### config.mk
export PLATFORM = sky130hd
export DESIGN_NAME = snake_move_scheduler
export DESIGN_NICKNAME = d
export VERILOG_FILES = /design/src/rtl/snake_pkg.sv /design/src/rtl/snake_move_scheduler_btn_edge_sync.sv /design/src/rtl/snake_move_scheduler.sv
export SDC_FILE = /design/constraint.sdc
export NUM_CORES = 1
export LEC_CHECK = 0
export CORE_UTILIZATION = 55
export CTS_BUF_LIST = sky130_fd_sc_hd__clkbuf_4 sky130_fd_sc_hd__clkbuf_8
export CTS_CLUSTER_SIZE = 8
export DETAILED_ROUTE_END_ITERATION = 12
export PLACE_DENSITY = 0.73
export REMOVE_ABC_BUFFERS = 1
export SYNTH_ARGS = -nofsm -noshare
export SYNTH_HDL_FRONTEND = slang
export SYNTH_SLANG_ARGS = --single-unit
### constraint.sdc
create_clock -name uclk -period 11.5 [get_ports uclk]
set_clock_uncertainty 0.05 [all_clocks]
set_input_delay 2.875 -clock uclk [delete_from_list [all_inputs] [get_ports uclk]]
set_output_delay 2.875 -clock uclk [all_outputs]
set_load 0.1 [all_outputs]
### src/rtl/snake_pkg.sv
// rtl/snake_pkg.sv - direction codes, scheduler states and direction helpers shared with the position datapath
package snake_pkg;

    localparam logic [2:0] DIR_NONE  = 3'd0;
    localparam logic [2:0] DIR_UP    = 3'd1;
    localparam logic [2:0] DIR_DOWN  = 3'd2;
    localparam logic [2:0] DIR_LEFT  = 3'd3;
    localparam logic [2:0] DIR_RIGHT = 3'd4;

    typedef enum logic [1:0] {
        ST_IDLE   = 2'd0,
        ST_RUN    = 2'd1,
        ST_PAUSED = 2'd2
    } state_t;

    function automatic logic [2:0] opposite(input logic [2:0] dir);
        case (dir)
            DIR_UP:    opposite = DIR_DOWN;
            DIR_DOWN:  opposite = DIR_UP;
            DIR_LEFT:  opposite = DIR_RIGHT;
            DIR_RIGHT: opposite = DIR_LEFT;
            default:   opposite = DIR_NONE;
        endcase
    endfunction

endpackage

### src/rtl/snake_move_scheduler_btn_edge_sync.sv
// rtl/snake_move_scheduler_btn_edge_sync.sv - two-flop button synchronizer with rising-edge pulse
module btn_edge_sync (
    input  logic uclk,
    input  logic reset,
    input  logic btn,
    output logic pulse
);

    logic sync1, sync2, sync2_q;

    always_ff @(posedge uclk) begin
        if (reset) begin
            sync1   <= 1'b0;
            sync2   <= 1'b0;
            sync2_q <= 1'b0;
        end else begin
            sync1   <= btn;
            sync2   <= sync1;
            sync2_q <= sync2;
        end
    end

    assign pulse = sync2 & ~sync2_q;

endmodule

### src/rtl/snake_move_scheduler.sv
// rtl/snake_move_scheduler.sv - turns button edges into rate-limited move strobes with a 2-deep turn queue
module snake_move_scheduler
    import snake_pkg::*;
#(
    parameter int TICK_DIV     = 4_000_000,
    parameter int MIN_TICK_DIV = 1_000_000,
    parameter int SPEED_STEP   = 250_000,
    parameter int CNT_W        = 23
) (
    input  logic       uclk,
    input  logic       reset,
    input  logic       btn_top,
    input  logic       btn_bottom,
    input  logic       btn_left,
    input  logic       btn_right,
    input  logic       btn_pause,
    input  logic       speed_up,
    output logic       mover,
    output logic [2:0] accion,
    output logic [1:0] state,
    output logic [1:0] queue_count
);

    localparam logic [CNT_W-1:0] INIT_W  = CNT_W'(TICK_DIV);
    localparam logic [CNT_W-1:0] MIN_W   = CNT_W'(MIN_TICK_DIV);
    localparam logic [CNT_W-1:0] STEP_W  = CNT_W'(SPEED_STEP);
    localparam logic [CNT_W:0]   SAT_LIM = (CNT_W+1)'(MIN_TICK_DIV + SPEED_STEP);

    logic p_top, p_bottom, p_left, p_right, p_pause;

    btn_edge_sync u_sync_top    (.uclk(uclk), .reset(reset), .btn(btn_top),    .pulse(p_top));
    btn_edge_sync u_sync_bottom (.uclk(uclk), .reset(reset), .btn(btn_bottom), .pulse(p_bottom));
    btn_edge_sync u_sync_left   (.uclk(uclk), .reset(reset), .btn(btn_left),   .pulse(p_left));
    btn_edge_sync u_sync_right  (.uclk(uclk), .reset(reset), .btn(btn_right),  .pulse(p_right));
    btn_edge_sync u_sync_pause  (.uclk(uclk), .reset(reset), .btn(btn_pause),  .pulse(p_pause));

    state_t           st, st_nxt;
    logic [2:0]       accion_nxt, q0, q1, q0_nxt, q1_nxt, cand, tail;
    logic [1:0]       count, count_nxt, count_pop;
    logic [CNT_W-1:0] cnt, cnt_nxt, period, period_nxt;
    logic             mover_nxt, tc, accept;

    assign state       = st;
    assign queue_count = count;

    always_comb begin
        if (p_top)         cand = DIR_UP;
        else if (p_bottom) cand = DIR_DOWN;
        else if (p_left)   cand = DIR_LEFT;
        else if (p_right)  cand = DIR_RIGHT;
        else               cand = DIR_NONE;
    end

    // Rejection is judged against the newest pending turn, not the current heading
    assign tail   = (count == 2'd0) ? accion : (count == 2'd1) ? q0 : q1;
    assign accept = (cand != DIR_NONE) && (cand != tail) && (cand != opposite(tail)) && (count != 2'd2);
    // >= keeps the counter from running away when the period shrinks below it
    assign tc     = (cnt >= period - CNT_W'(1));

    always_comb begin
        st_nxt     = st;
        accion_nxt = accion;
        q0_nxt     = q0;
        q1_nxt     = q1;
        count_nxt  = count;
        count_pop  = count;
        cnt_nxt    = cnt;
        mover_nxt  = 1'b0;
        period_nxt = period;

        if (speed_up)
            period_nxt = ({1'b0, period} >= SAT_LIM) ? period - STEP_W : MIN_W;

        case (st)
            ST_IDLE: begin
                if (cand != DIR_NONE) begin
                    accion_nxt = cand;
                    cnt_nxt    = '0;
                    st_nxt     = ST_RUN;
                end
            end
            ST_RUN: begin
                if (p_pause) begin
                    st_nxt = ST_PAUSED;
                end else begin
                    if (tc) begin
                        cnt_nxt   = '0;
                        mover_nxt = 1'b1;
                        if (count != 2'd0) begin
                            accion_nxt = q0;
                            q0_nxt     = q1;
                            count_pop  = count - 2'd1;
                        end
                    end else begin
                        cnt_nxt = cnt + CNT_W'(1);
                    end
                    if (accept) begin
                        if (count_pop == 2'd0) q0_nxt = cand;
                        else                   q1_nxt = cand;
                    end
                    count_nxt = count_pop + {1'b0, accept};
                end
            end
            ST_PAUSED: begin
                if (p_pause) st_nxt = ST_RUN;
            end
            default: st_nxt = ST_IDLE;
        endcase
    end

    always_ff @(posedge uclk) begin
        if (reset) begin
            st     <= ST_IDLE;
            accion <= DIR_NONE;
            q0     <= DIR_NONE;
            q1     <= DIR_NONE;
            count  <= 2'd0;
            cnt    <= '0;
            period <= INIT_W;
            mover  <= 1'b0;
        end else begin
            st     <= st_nxt;
            accion <= accion_nxt;
            q0     <= q0_nxt;
            q1     <= q1_nxt;
            count  <= count_nxt;
            cnt    <= cnt_nxt;
            period <= period_nxt;
            mover  <= mover_nxt;
        end
    end

endmodule
==> impl_metrics.py, run 1 <==
metrics = {
    "yosys": {
        "synth_common_cells": "dfxtp_1, nor2_1, nand2_1",
        "synth_edf_count": 0,
        "netlist_instances": 476,
        "yosys-top-cells-area": "dfxtp_1, ha_1, xor2_1",
        "synth_top_area_cell": "dfxtp_1",
        "ys_seq_area_frac": 0.351,
        "synth-main-ff-cell": "dfxtp_1",
        "ys_ff_latch": 71,
        "synth_area_sq_um": 4050,
        "synth.distinct_cells": 63,
        "synth_top_cell_area_share": 0.351,
        "yosysWarnings": 0,
        "syn_avg_cell_area_sq_um": 8.50,
        "synthArstFlopShare": 0,
        "synth.most_common_cell": "dfxtp_1",
    },
    "pwr": {
        "peakVddDrop_mv": 0.0985,
        "p_per_area_nw_per_um2": 139,
        "leakage_nw": 1.66,
        "power_mw": 0.619,
    },
    "placement": {
        "gp_congestion": 0.850,
        "placed_area_sq_um": 4220,
        "portBuffers": 15,
        "dp_hpwl_mm": 5.74,
    },
    "detailed_routing": {
        "drt_iter0_markers": 109,
        "first_pass_iters": 4,
        "wl_per_cell_um": 13.7,
        "dr_wl_met2_mm": 3.86,
        "ant_nets": 0,
        "drt-met1-wl_mm": 3.83,
        "via_per_inst": 5.64,
        "totalWireLength_mm": 7.98,
        "drc": 0,
        "top_layer": "met4",
        "vias": 3287,
        "met3_length_um": 179,
    },
    "global_route": {
        "grt_first_pass_wirelength_mm": 13.4,
        "grt_overflow": 0,
        "grt_usage": 0.222,
        "grt_max_degree": 43,
        "first_global_vias": 3049,
        "grt_antenna_before_repair": 0,
    },
    "clock_tree": {
        "cts_tree": "built",
        "ctsHoldBuffers": 0,
        "clock-root-buffer": "clkbuf_8",
        "htree_levels": 3,
        "cts.sinks": 71,
        "cts_resized": 0,
        "clk_pin_slew_ns": 0.08,
        "clockBufferDepth": 2,
        "clk_latency_ns": 0.35,
        "postCtsSetupRepairBufs": 0,
        "cts-buffers-inserted": 9,
    },
    "critical_path": {
        "critPathTopFamily": "buffers and inverters",
        "crit_chain": "clkdlybuf4s50_1",
        "worstPathRequired_ns": 8.58,
        "cp-startpoint": "queue_count[1]$_SDFFE_PP0P_",
        "reg2reg_from": "period[4]$_SDFFE_PP0P_",
        "start_kind": "flip-flop",
        "path_max_fanout": 14,
        "path_buf_inv": 1,
        "cp_slowest_stage_delay_ns": 1.22,
        "end_kind": "output port",
        "crit_type": "reg2out",
        "slowest_stage": "clkdlybuf4s50_1",
        "critPathArrivalTime_ns": 2.19,
    },
    "sta": {
        "finalHoldViolations": 0,
        "rsz0062_at_grt": "no",
        "max_slew_margin": 0.354,
        "max_freq_mhz": 196,
        "timing.hold.ws_ns": 0.390,
        "fin_crit_sh": 0.444,
        "fin_crit_ns": 5.11,
        "tns_ns": 0,
        "worst_pin_slew_ns": 0.966,
        "setup_viol": 0,
        "drv_slew": 0,
    },
    "die": {
        "die_w_um": 87.8,
        "rows": 30,
        "start_util": 0.583,
        "io_pins": 16,
        "die_area_sq_um": 7710,
        "die_y_um": 87.8,
        "core-area_sq_um": 6940,
    },
    "finish": {
        "antennaDiodeCount": 0,
        "multi_input_area_sq_um": 2490,
        "fin_nets": 513,
        "area_delta_synth_final_pct": 10.3,
        "layout-drive-gt1-share": 0.0801,
        "regArea_sq_um": 1420,
        "fin_area_sq_um": 4460,
        "fillers": 609,
    },
    "hold_path": {
        "min_from": "u_sync_right.sync1$_SDFF_PP0_",
        "hold_path.class": "reg2reg",
    },
    "run_status": {
        "status": "completed",
    },
    "flow_run": {
        "maxCapViolCount": 0,
    },
}
state kept, by name, summed over array words and instances (netlist names), 2 cells and up:
register and flops:
queue_count 2, state 2, period 19, q0 3
accion 3, q1 3, cnt 23
cell usage in the layout, fill, tap and decap left out, types with 9 or more instances in the layout:
cell type,instances
xor2_1,32
nand3_1,14
dfxtp_1,71
o21ai_0,13
nor3_1,10
ha_1,23
xnor2_1,25
nand4_1,11
a21oi_1,24
nor2b_1,16
nand2_1,45
clkdlybuf4s50_1,15
clkbuf_8,9
nor2_1,65
mux2i_1,9
a21o_1,9
final timing paths:
kind / to / depth (start not counted) / slack [ns]
max: queue_count[1] / 1 / 6.39
min: u_sync_right.sync2$_SDFF_PP0_ / 1 / 0.39
max reg2reg: queue_count[1]$_SDFFE_PP0P_ / 18 / 6.72
min reg2reg: u_sync_right.sync2$_SDFF_PP0_ / 1 / 0.39
layout make-up:
| class | count | share of cell area |
|---|---|---|
| clock buffer | 9 | 0.0277 |
| clock inverter | 7 | 0.0269 |
| inverter | 7 | 0.00589 |
| multi-input combinational | 377 | 0.559 |
| sequential | 71 | 0.318 |
| tap | 96 | 0.0269 |
| timing repair buffer | 16 | 0.0353 |
per-stage QoR:
stage	setup WS (ns)	std cells	util
after floorplan	7.21	455	-
after global placement	6.80	567	0.608
after detailed placement	6.73	567	0.608
after CTS	6.40	583	0.643
after global routing	6.20	583	0.643
final	6.39	583	0.643
per-layer routing:
metal,vias to the layer above,GRT usage
met5,-,0
met4,0,0.0790
met3,9,0.0415
met2,37,0.386
met1,1566,0.272
li1,1675,-
cells by family after synthesis:
group                    count (synthesis)  share of synthesized area
flip-flops                              71                      0.351
XOR/XNOR                                57                      0.123
AND/OR/NAND/NOR                        205                      0.253
multiplexers                             9                     0.0223
buffers and inverters                   28                     0.0325
adder cells (fa/ha/maj)                 23                     0.0711
AO/OA/AOI/OAI                           83                      0.146
power by group:
part	internal [mW]	leakage, nW	switching (mW)
combinational	0.0393	0.965	0.0591
clock	0.145	0.120	0.102
sequential	0.257	0.578	0.0175
worst register-to-register path, cell delays in order, from the launching register on:
cell      delay [ns]
dfxtp_1         0.39
or3_1           0.43
nor3_2          0.17
nand2_1         0.11
or3_1           0.37
or4_1           0.50
nor2_1          0.13
xnor2_1         0.13
ha_1            0.25
and3_1          0.21
a221oi_1        0.26
o22ai_1         0.13
a211oi_2        0.57
nand2_1         0.23
o21ai_0         0.14
ha_1            0.18
o21ba_2         0.15
o21ai_0         0.17
a21oi_1         0.10
No activity file was read; power rests on OpenSTA's default activity.
==> inputs of run 2 (changes only) <==
- clock period: 11.5 -> 5.2 ns (I/O delays scaled with it)
==> run 2 against run 1 <==
- hold slack lost 0.0027 ns
- core utilization shrank 0.83 points
- sequential power grew 120%
- clock-buffer cell count is the same
- combinational power grew 120%
- critical endpoint is now queue_count[1]$_SDFFE_PP0P_
- largest cell class unchanged
- largest power group unchanged
==> impl_metrics.py, run 2 (synthesis gave the netlist of run 1 again) <==
metrics = {
    "run_status": {
        "status": "completed",
    },
    "detailed_routing": {
        "first_pass_iters": 5,
        "via_per_inst": 5.52,
        "wl_per_cell_um": 13.2,
        "ant_nets": 0,
        "totalWireLength_mm": 7.70,
        "vias": 3212,
        "drt_iter0_markers": 141,
        "drc": 0,
    },
    "pwr": {
        "leakage_nw": 1.64,
        "sequentialPowerShare": 0.486,
        "power_mw": 1.25,
        "p_clk_frac": 0.340,
        "internal_power_mw": 0.873,
        "pwr-share-comb": 0.174,
        "p_sw_mw": 0.373,
        "p_per_area_nw_per_um2": 283,
        "p_sw_frac": 0.299,
        "peakVddDrop_mv": 0.160,
    },
    "finish": {
        "largest_reg_flops": 23,
        "area_delta_synth_final_pct": 8.87,
        "top_regs": "cnt (23), period (19)",
        "layout-drive-gt1-share": 0.0782,
        "fin_area_sq_um": 4410,
        "final_common_cell": "dfxtp_1",
        "fin_nets": 513,
        "largest-register": "cnt",
        "final_cell_mix": "dfxtp_1, nor2_1, nand2_1",
        "antennaDiodeCount": 0,
        "fillers": 627,
    },
    "critical_path": {
        "path_max_fanout": 10,
        "end_kind": "flip-flop",
        "crit_type": "reg2reg",
        "worstPathRequired_ns": 5.37,
        "critPathArrivalTime_ns": 4.83,
        "start_kind": "flip-flop",
        "rr_worst_depth": 18,
        "reg2reg_setup_slack_ns": 0.53,
        "reg2reg_from": "period[4]$_SDFFE_PP0P_",
        "r2r-end": "queue_count[1]$_SDFFE_PP0P_",
    },
    "sta": {
        "drv_slew": 0,
        "max_slew_margin": 0.356,
        "max_freq_mhz": 214,
        "fin_crit_sh": 0.897,
        "rsz0062_at_grt": "no",
        "fin_crit_ns": 4.67,
        "worst_pin_slew_ns": 0.963,
        "tns_ns": 0,
        "finalHoldViolations": 0,
        "setup_viol": 0,
    },
    "die": {
        "core-area_sq_um": 6940,
        "io_pins": 16,
        "rows": 30,
        "start_util": 0.583,
        "die_area_sq_um": 7710,
        "die_y_um": 87.8,
        "die_w_um": 87.8,
    },
    "clock_tree": {
        "cts_tree": "built",
        "clockBufferDepth": 2,
        "clk_latency_ns": 0.34,
        "cts-buffers-inserted": 9,
        "ctsHoldBuffers": 0,
        "clock-root-buffer": "clkbuf_8",
        "clk_pin_slew_ns": 0.08,
        "cts.sinks": 71,
        "htree_levels": 3,
        "postCtsSetupRepairBufs": 0,
        "cts_resized": 0,
    },
    "hold_path": {
        "hold_depth": 1,
        "holdPathEnd": "u_sync_left.sync2$_SDFF_PP0_",
        "min_from": "u_sync_left.sync1$_SDFF_PP0_",
        "hold_path.class": "reg2reg",
    },
    "global_route": {
        "grt_antenna_before_repair": 0,
        "grt_overflow": 0,
        "grt_max_degree": 43,
        "first_global_vias": 3086,
        "grt_usage": 0.220,
        "grt_first_pass_wirelength_mm": 13.4,
    },
    "flow_run": {
        "maxCapViolCount": 0,
    },
    "placement": {
        "dp_hpwl_mm": 5.71,
        "portBuffers": 15,
        "placed_area_sq_um": 4220,
        "gp_congestion": 0.876,
    },
}
==> run 2: cell types whose count changed in the layout (fill, tap and decap cells not counted), sizes merged <==
cell	change
clkinv	+3
bufinv	-2
clkinvlp	-1
inv	-1
==> run 2: layout make-up <==
class / instances / area [sq um] / area share
Clock buffer: 9 / 124 / 0.0281
Clock inverter: 6 / 62.6 / 0.0142
Inverter: 7 / 26.3 / 0.00596
Multi-Input combinational cell: 377 / 2490 / 0.566
Sequential cell: 71 / 1420 / 0.323
Tap cell: 96 / 120 / 0.0273
Timing Repair Buffer: 16 / 158 / 0.0358
==> run 2: critical path, cell delays in order (launching register included) <==
cell	delay (ns)
dfxtp_1	0.39
or3_1	0.42
nor3_2	0.17
nand2_1	0.10
or3_1	0.38
or4_1	0.51
nor2_1	0.13
xnor2_1	0.13
ha_1	0.25
and3_1	0.21
a221oi_1	0.24
o22ai_1	0.12
a211oi_2	0.52
nand2_1	0.20
o21ai_0	0.13
ha_1	0.18
o21ba_2	0.15
o21ai_0	0.14
a21oi_1	0.08
==> run 2: through the flow <==
| stage | std cells | worst slack [ns] | util | hold WS [ns] |
|---|---|---|---|---|
| 2_1_floorplan | 455 | 0.915 | - | 0.364 |
| 3_3_place_gp | 567 | 0.626 | 0.608 | 0.376 |
| 3_5_place_dp | 567 | 0.518 | 0.608 | 0.372 |
| 4_1_cts | 582 | 0.515 | 0.635 | 0.391 |
| 5_1_grt | 582 | 0.0948 | 0.635 | 0.404 |
| 6_report | 582 | 0.535 | 0.635 | 0.387 |
==> run 2: metal layers <==
layer  share of wire  vias to the layer above  global-route usage
met2            0.49                       38               0.397
li1                -                     1673                   -
met1            0.48                     1493               0.259
met3           0.025                        8              0.0320
met4           0.011                        0              0.0924
met5               0                        -                   0
==> run 2: how the worst max path moves through the flow <==
stage               depth (start not counted)                           to                    from  slack (ns)
detailed placement                         18  queue_count[1]$_SDFFE_PP0P_  period[4]$_SDFFE_PP0P_        0.52
global placement                           18  queue_count[1]$_SDFFE_PP0P_  period[4]$_SDFFE_PP0P_        0.63
CTS                                        18  queue_count[1]$_SDFFE_PP0P_  period[4]$_SDFFE_PP0P_        0.52
global route                               18  queue_count[1]$_SDFFE_PP0P_  period[4]$_SDFFE_PP0P_        0.09
finish                                     18  queue_count[1]$_SDFFE_PP0P_  period[4]$_SDFFE_PP0P_        0.53
floorplan                                  18  queue_count[1]$_SDFFE_PP0P_  period[4]$_SDFFE_PP0P_        0.91
==> run 2: power by group through the flow <==
stage	logic (mW)	registers, mW	clock network (mW)
detailed placement	0.217	0.617	0
global placement	0.212	0.616	0
CTS	0.218	0.605	0.437
finish	0.217	0.605	0.424
global route	0.242	0.610	0.457
floorplan	0.143	0.635	0
